[config.mk]
export PLATFORM = sky130hd
export DESIGN_NAME = if_queue
export DESIGN_NICKNAME = d
export VERILOG_FILES = /design/src/rtl/if_queue_pkg.sv /design/src/rtl/if_decode.sv /design/src/rtl/if_queue.sv
export SDC_FILE = /design/constraint.sdc
export NUM_CORES = 1
export LEC_CHECK = 0
export CAP_MARGIN = 20
export CORE_MARGIN = 1.5
export CORE_UTILIZATION = 52
export DETAILED_ROUTE_END_ITERATION = 12
export PLACE_DENSITY_LB_ADDON = 0.3
export SYNTH_ARGS = -nofsm -noshare
export SYNTH_HDL_FRONTEND = slang
export SYNTH_SLANG_ARGS = --single-unit
[constraint.sdc]
create_clock -name clk_in -period 8.65 [get_ports clk_in]
set_input_delay 0.865 -clock clk_in [delete_from_list [all_inputs] [get_ports clk_in]]
set_output_delay 0.865 -clock clk_in [all_outputs]
set_load 0.1 [all_outputs]
[src/rtl/if_queue_pkg.sv]
// Shared definitions for the instruction-fetch queue: RV32 opcodes, fetch FSM
// states, queue entry layout and the J-type immediate helper.
package if_queue_pkg;

  localparam logic [6:0] OPC_LUI    = 7'b0110111;
  localparam logic [6:0] OPC_AUIPC  = 7'b0010111;
  localparam logic [6:0] OPC_JAL    = 7'b1101111;
  localparam logic [6:0] OPC_JALR   = 7'b1100111;
  localparam logic [6:0] OPC_BRANCH = 7'b1100011;
  localparam logic [6:0] OPC_LOAD   = 7'b0000011;
  localparam logic [6:0] OPC_STORE  = 7'b0100011;
  localparam logic [6:0] OPC_OPIMM  = 7'b0010011;
  localparam logic [6:0] OPC_OP     = 7'b0110011;

  localparam logic [31:0] IQ_RESET_PC = 32'h0;

  typedef enum logic [1:0] {
    FS_IDLE    = 2'd0,
    FS_WAIT    = 2'd1,
    FS_DISCARD = 2'd2
  } fetch_state_e;

  typedef struct packed {
    logic [31:0] instr;
    logic [31:0] pc;
  } iq_entry_t;

  function automatic logic [31:0] j_imm(input logic [31:0] ins);
    return {{12{ins[31]}}, ins[19:12], ins[20], ins[30:21], 1'b0};
  endfunction

endpackage

[src/rtl/if_decode.sv]
// Combinational RV32 field decode of the queue head for the ROB.
// Unknown opcodes pass their raw register fields through with a zero immediate.
module if_decode
  import if_queue_pkg::*;
(
  input  logic [31:0] instr,
  output logic [16:0] opcode_if,
  output logic [4:0]  rd_if,
  output logic [4:0]  rs1_if,
  output logic [4:0]  rs2_if,
  output logic [31:0] imm_if
);

  logic [6:0] opc;
  logic [2:0] funct3;

  assign opc    = instr[6:0];
  assign funct3 = instr[14:12];

  always_comb begin
    opcode_if = {instr[31:25], instr[14:12], instr[6:0]};
    rd_if     = instr[11:7];
    rs1_if    = instr[19:15];
    rs2_if    = instr[24:20];
    imm_if    = '0;
    case (opc)
      OPC_LUI, OPC_AUIPC: begin
        rs1_if = '0;
        rs2_if = '0;
        imm_if = {instr[31:12], 12'b0};
      end
      OPC_JAL: begin
        rs1_if = '0;
        rs2_if = '0;
        imm_if = j_imm(instr);
      end
      OPC_JALR, OPC_LOAD: begin
        rs2_if = '0;
        imm_if = {{20{instr[31]}}, instr[31:20]};
      end
      OPC_OPIMM: begin
        rs2_if = '0;
        // shift-immediates carry a 5-bit shamt; funct7 stays visible in opcode_if
        if (funct3 == 3'b001 || funct3 == 3'b101)
          imm_if = {27'b0, instr[24:20]};
        else
          imm_if = {{20{instr[31]}}, instr[31:20]};
      end
      OPC_STORE: begin
        rd_if  = '0;
        imm_if = {{20{instr[31]}}, instr[31:25], instr[11:7]};
      end
      OPC_BRANCH: begin
        rd_if  = '0;
        imm_if = {{19{instr[31]}}, instr[31], instr[7], instr[30:25], instr[11:8], 1'b0};
      end
      OPC_OP: imm_if = '0;
      default: ;
    endcase
  end

endmodule

[src/rtl/if_queue.sv]
// Instruction fetch + circular instruction queue feeding the ROB, with commit flush.
// Optional IF_JAL_PREDICT_EN: redirect the fetch PC to the JAL target on a JAL ack.
module if_queue
  import if_queue_pkg::*;
#(
  parameter int          IQ_DEPTH  = 8,
  parameter int          IQ_ADDR_W = 3,
  parameter logic [31:0] RESET_PC  = IQ_RESET_PC
) (
  input  logic        clk_in,
  input  logic        rst_in,
  input  logic        rdy_in,
  output logic        mem_req_out,
  output logic [31:0] mem_addr_out,
  input  logic        mem_ack_in,
  input  logic [31:0] mem_data_in,
  input  logic        rob_full,
  output logic        have_input,
  output logic [31:0] instr_input,
  output logic [31:0] instr_input_pc,
  output logic [16:0] opcode_if,
  output logic [4:0]  rd_if,
  output logic [4:0]  rs1_if,
  output logic [4:0]  rs2_if,
  output logic [31:0] imm_if,
  input  logic        if_pc_change_commit,
  input  logic [31:0] new_pc_address_commit
);

  localparam logic [IQ_ADDR_W:0] FULL_CNT = (IQ_ADDR_W+1)'(IQ_DEPTH);

  iq_entry_t            q_mem [IQ_DEPTH];
  iq_entry_t            head_e;
  logic [IQ_ADDR_W-1:0] head, tail;
  logic [IQ_ADDR_W:0]   count;
  logic [31:0]          pc, pc_next;
  fetch_state_e         state, state_nxt;
  logic                 flush, ack, push, pop, issue;

  assign flush = rdy_in && if_pc_change_commit;
  assign ack   = rdy_in && mem_ack_in;
  // a flushed ack is dropped; DISCARD acks never enter the queue
  assign push  = ack && !flush && (state == FS_WAIT);
  assign issue = rdy_in && (state == FS_IDLE) && !if_pc_change_commit && (count < FULL_CNT);

  assign have_input = (count != '0) && !if_pc_change_commit && rdy_in;
  assign pop        = have_input && !rob_full;

`ifdef IF_JAL_PREDICT_EN
  assign pc_next = (mem_data_in[6:0] == OPC_JAL) ? pc + j_imm(mem_data_in) : pc + 32'd4;
`else
  assign pc_next = pc + 32'd4;
`endif

  always_ff @(posedge clk_in or negedge rst_in) begin
    if (!rst_in) state <= FS_IDLE;
    else         state <= state_nxt;
  end

  always_comb begin
    state_nxt = state;
    if (rdy_in) begin
      case (state)
        FS_IDLE:    if (issue) state_nxt = FS_WAIT;
        FS_WAIT: begin
          if (mem_ack_in)               state_nxt = FS_IDLE;
          else if (if_pc_change_commit) state_nxt = FS_DISCARD;
        end
        FS_DISCARD: if (mem_ack_in) state_nxt = FS_IDLE;
        default:    state_nxt = FS_IDLE;
      endcase
    end
  end

  always_ff @(posedge clk_in or negedge rst_in) begin
    if (!rst_in) begin
      pc           <= RESET_PC;
      head         <= '0;
      tail         <= '0;
      count        <= '0;
      mem_req_out  <= 1'b0;
      mem_addr_out <= '0;
    end else if (rdy_in) begin
      if (flush) begin
        head  <= '0;
        tail  <= '0;
        count <= '0;
        pc    <= new_pc_address_commit;
      end else begin
        if (push) begin
          tail <= tail + 1'b1;
          pc   <= pc_next;
        end
        if (pop) head <= head + 1'b1;
        case ({push, pop})
          2'b10:   count <= count + 1'b1;
          2'b01:   count <= count - 1'b1;
          default: ;
        endcase
      end
      // request stays up across a flush until the outstanding ack returns
      if (issue) begin
        mem_req_out  <= 1'b1;
        mem_addr_out <= {pc[31:2], 2'b00};
      end else if (ack && state != FS_IDLE) begin
        mem_req_out  <= 1'b0;
      end
    end
  end

  always_ff @(posedge clk_in) begin
    if (push) q_mem[tail] <= '{instr: mem_data_in, pc: pc};
  end

  assign head_e         = q_mem[head];
  assign instr_input    = head_e.instr;
  assign instr_input_pc = head_e.pc;

  if_decode u_decode (
    .instr     (head_e.instr),
    .opcode_if (opcode_if),
    .rd_if     (rd_if),
    .rs1_if    (rs1_if),
    .rs2_if    (rs2_if),
    .imm_if    (imm_if)
  );

endmodule

==> results.cfg <==
[placement]
place_congestion = 0.846
place.port_buffers = 229
dp_hpwl_mm = 28.5

[sta]
post-route-min-period_ns = 5.55
rsz0062_at_grt = no
clock.fmax_mhz = 180
final-setup-viol-count = 0
worst_slew_pin_slew_ns = 1.07
final_max_slew_viol_count = 0
relSlewSlack = 0.284
finalCritPeriodShare = 0.642
fin_setup_tns_ns = 0
hold_viol = 0
fin_skew_ns = 0.0167

[die]
coreArea_sq_mm = 0.0452
ios = 232
fp.dieArea_sq_mm = 0.0469
fp.dieH_um = 217
initial_utilization = 0.525
die_width_um = 217
num_rows = 78

[logic_synthesis]
synth_top_family_by_area = multiplexers
ys_types = 69
yosys.area.top_type_share = 0.649
async_flop_share = 0.128
yosys.area_share.xor_xnor = 0.0115
synth_top_cell_by_area = edfxtp_1
synth_seq_cells = 587
synth-simple-area-share = 0.0355
synthAdderAreaFrac = 0.00348
ys_top_cells_by_area = edfxtp_1 (65%), mux4_2 (12%), dfrtp_1 (7.9%), mux2_2 (3.2%), mux2i_1 (1.1%)
syn_avg_cell_area_sq_um = 19.3
ys_warn_count = 0
synth-compound-area-share = 0.0306
ys.flop_type = edfxtp_1
netlist_area_sq_mm = 0.0237
syn_inst = 1231
yosys-mux-area-fraction = 0.168
synth_edf_count = 512
ys_seq_area_frac = 0.728

[worst_setup_path]
r2r-end = q_mem[7][8]
worstPathMaxFanout = 62
r2r_start = state[1]
rrSetupSlack_ns = 5.21
worstPathArrival_ns = 4.69
path_class = register to output pin
required_ns = 7.79
cp-end-kind = output pin
reg2regPathDepth = 5
cp-start-kind = register

[pwr]
finalPower_mw = 9.64
power_density_mw_per_mm2 = 339
leakage_nw = 9.25
vdd.ir_drop.worst_v = 0.000456

[hold_path]
min_path_type = primary input to async pin

[global_routing]
grt_pass1_wl_mm = 76.5
grt_pass1_vias = 12500
antenna_found_initial = 1
grt_max_degree = 112
track_usage = 0.218
grt_overflow = 0

[detailed_routing]
via_per_inst = 5.79
wire_per_inst_um = 23.7
drtPass1Iterations = 4
drt-total-wl_mm = 50.1
drt_iter0_markers = 923
vias = 12200
ant_nets = 0
drc_errors = 0

[run]
maxCapViolCount = 0

[cells_and_area]
drive_gt1_frac = 0.233
postLayoutCoreUtil = 0.629
nets = 1541
mostFrequentLayoutCells = edfxtp_1 (512), clkdlybuf4s50_1 (228), mux4_2 (128), dfrtp_1 (72), mux2_2 (68)
mostFrequentLayoutCell = edfxtp_1
syn_to_final_growth_pct = 20.0

[clocking]
max-clock-path-buffers = 3
clk_pin_slew_ns = 0.06
post-cts-setup-buffers = 0
clock-sinks = 587
cts_buffers = 56
cts_hold_buf = 0
htreeDepth = 2
cts_tree = built
cts_root_buf = clkbuf_16
clock_latency_ns = 0.60
cts.repair.resized = 0

[outcome]
outcome = finished, final reports clean
-- logic make-up (layout without fill, tap and decap cells) --
| logic type | Yosys count | in the layout |
|---|---|---|
| AO/OA/AOI/OAI | 110 | 110 |
| XOR/XNOR | 31 | 31 |
| adder cells (fa/ha/maj) | 6 | 6 |
| buffers and inverters | 110 | 390 |
| flip-flops | 587 | 587 |
| multiplexers | 225 | 225 |
| other | 1 | 3 |
| AND/OR/NAND/NOR | 161 | 161 |
-- sequential cells by signal (all words and copies together), names as in the netlist --
name          count
state             2
q_mem           512
mem_req_out       1
head              3
mem_addr_out     30
tail              3
count             4
pc               32
-- layout make-up --
type / instances / area (sq um)
multi-input combinational: 535 / 5970
antenna: 1 / 2.50
clock inverter: 31 / 287
timing repair buffer: 253 / 2500
sequential: 587 / 17300
fill: 3142 / 16800
tap: 600 / 751
inverter: 32 / 120
clock buffer: 74 / 1540
-- how the worst max path moves through the flow --
stage | startpoint | slack, ns | endpoint
floorplan | rdy_in | 0.31 | q_mem[0][0]
global placement | head[1] | 3.70 | imm_if[14]
detailed placement | head[1] | 3.66 | imm_if[14]
CTS | head[1] | 2.99 | imm_if[14]
global route | head[1] | 2.94 | imm_if[14]
finish | head[1] | 3.10 | imm_if[14]
-- power breakdown --
| group | switching (mW) | total (mW) | leakage (nW) | internal [mW] |
|---|---|---|---|---|
| Combinational | 2.66 | 3.72 | 2.83 | 1.05 |
| Clock | 1.02 | 2.42 | 0.900 | 1.40 |
| Sequential | 0.233 | 3.50 | 5.52 | 3.27 |
| Total | 3.91 | 9.64 | 9.25 | 5.72 |
-- Yosys cell counts (4+ instances only) --
cell type  count
a21oi_1       20
a22oi_1        9
and2_1         6
and3_1         4
buf_2         16
buf_4         20
clkbuf_1      34
dfrtp_1       75
edfxtp_1     512
ha_1           5
inv_1         29
mux2_2        68
mux2i_1       25
mux4_2       128
nand2_1       39
nand3_1        9
nand4_1        8
nor2_1        41
nor2b_1       16
nor3_1        11
nor4_1         6
o21ai_0       32
o21ai_1        9
o21ai_2       13
o22ai_1        7
o31ai_1        4
xnor2_1       16
xor2_1        15
-- layer usage --
| metal | routed length [um] | up-vias | track usage | share of wire |
|---|---|---|---|---|
| li1 | - | 5379 | - | - |
| met5 | 0 | - | 0 | 0 |
| met1 | 21600 | 6340 | 0.310 | 0.43 |
| met3 | 3310 | 62 | 0.0406 | 0.066 |
| met2 | 24400 | 454 | 0.350 | 0.49 |
| met4 | 840 | 0 | 0.0574 | 0.017 |
-- critical path: stages, from the launching register on --
cell and delay [ns]:
dfrtp_4 1.07, buf_4 0.86, mux4_2 0.42, mux2i_1 0.52
o21ai_1 0.15, clkdlybuf4s50_1 0.99
-- per-stage QoR --
| step | area [sq um] | hold WS (ns) | worst slack (ns) | instances |
|---|---|---|---|---|
| after CTS | 28400 | 0.458 | 2.99 | 2111 |
| after global routing | 28400 | 0.0859 | 2.94 | 2112 |
| after detailed placement | 26600 | 0.487 | 3.66 | 2006 |
| final | 28400 | 0.101 | 3.10 | 2113 |
| after floorplan | 23700 | 0.478 | 0.314 | 1232 |
| after global placement | 26600 | 0.492 | 3.70 | 2006 |
Note: power is estimated with default switching activity, not from simulation.
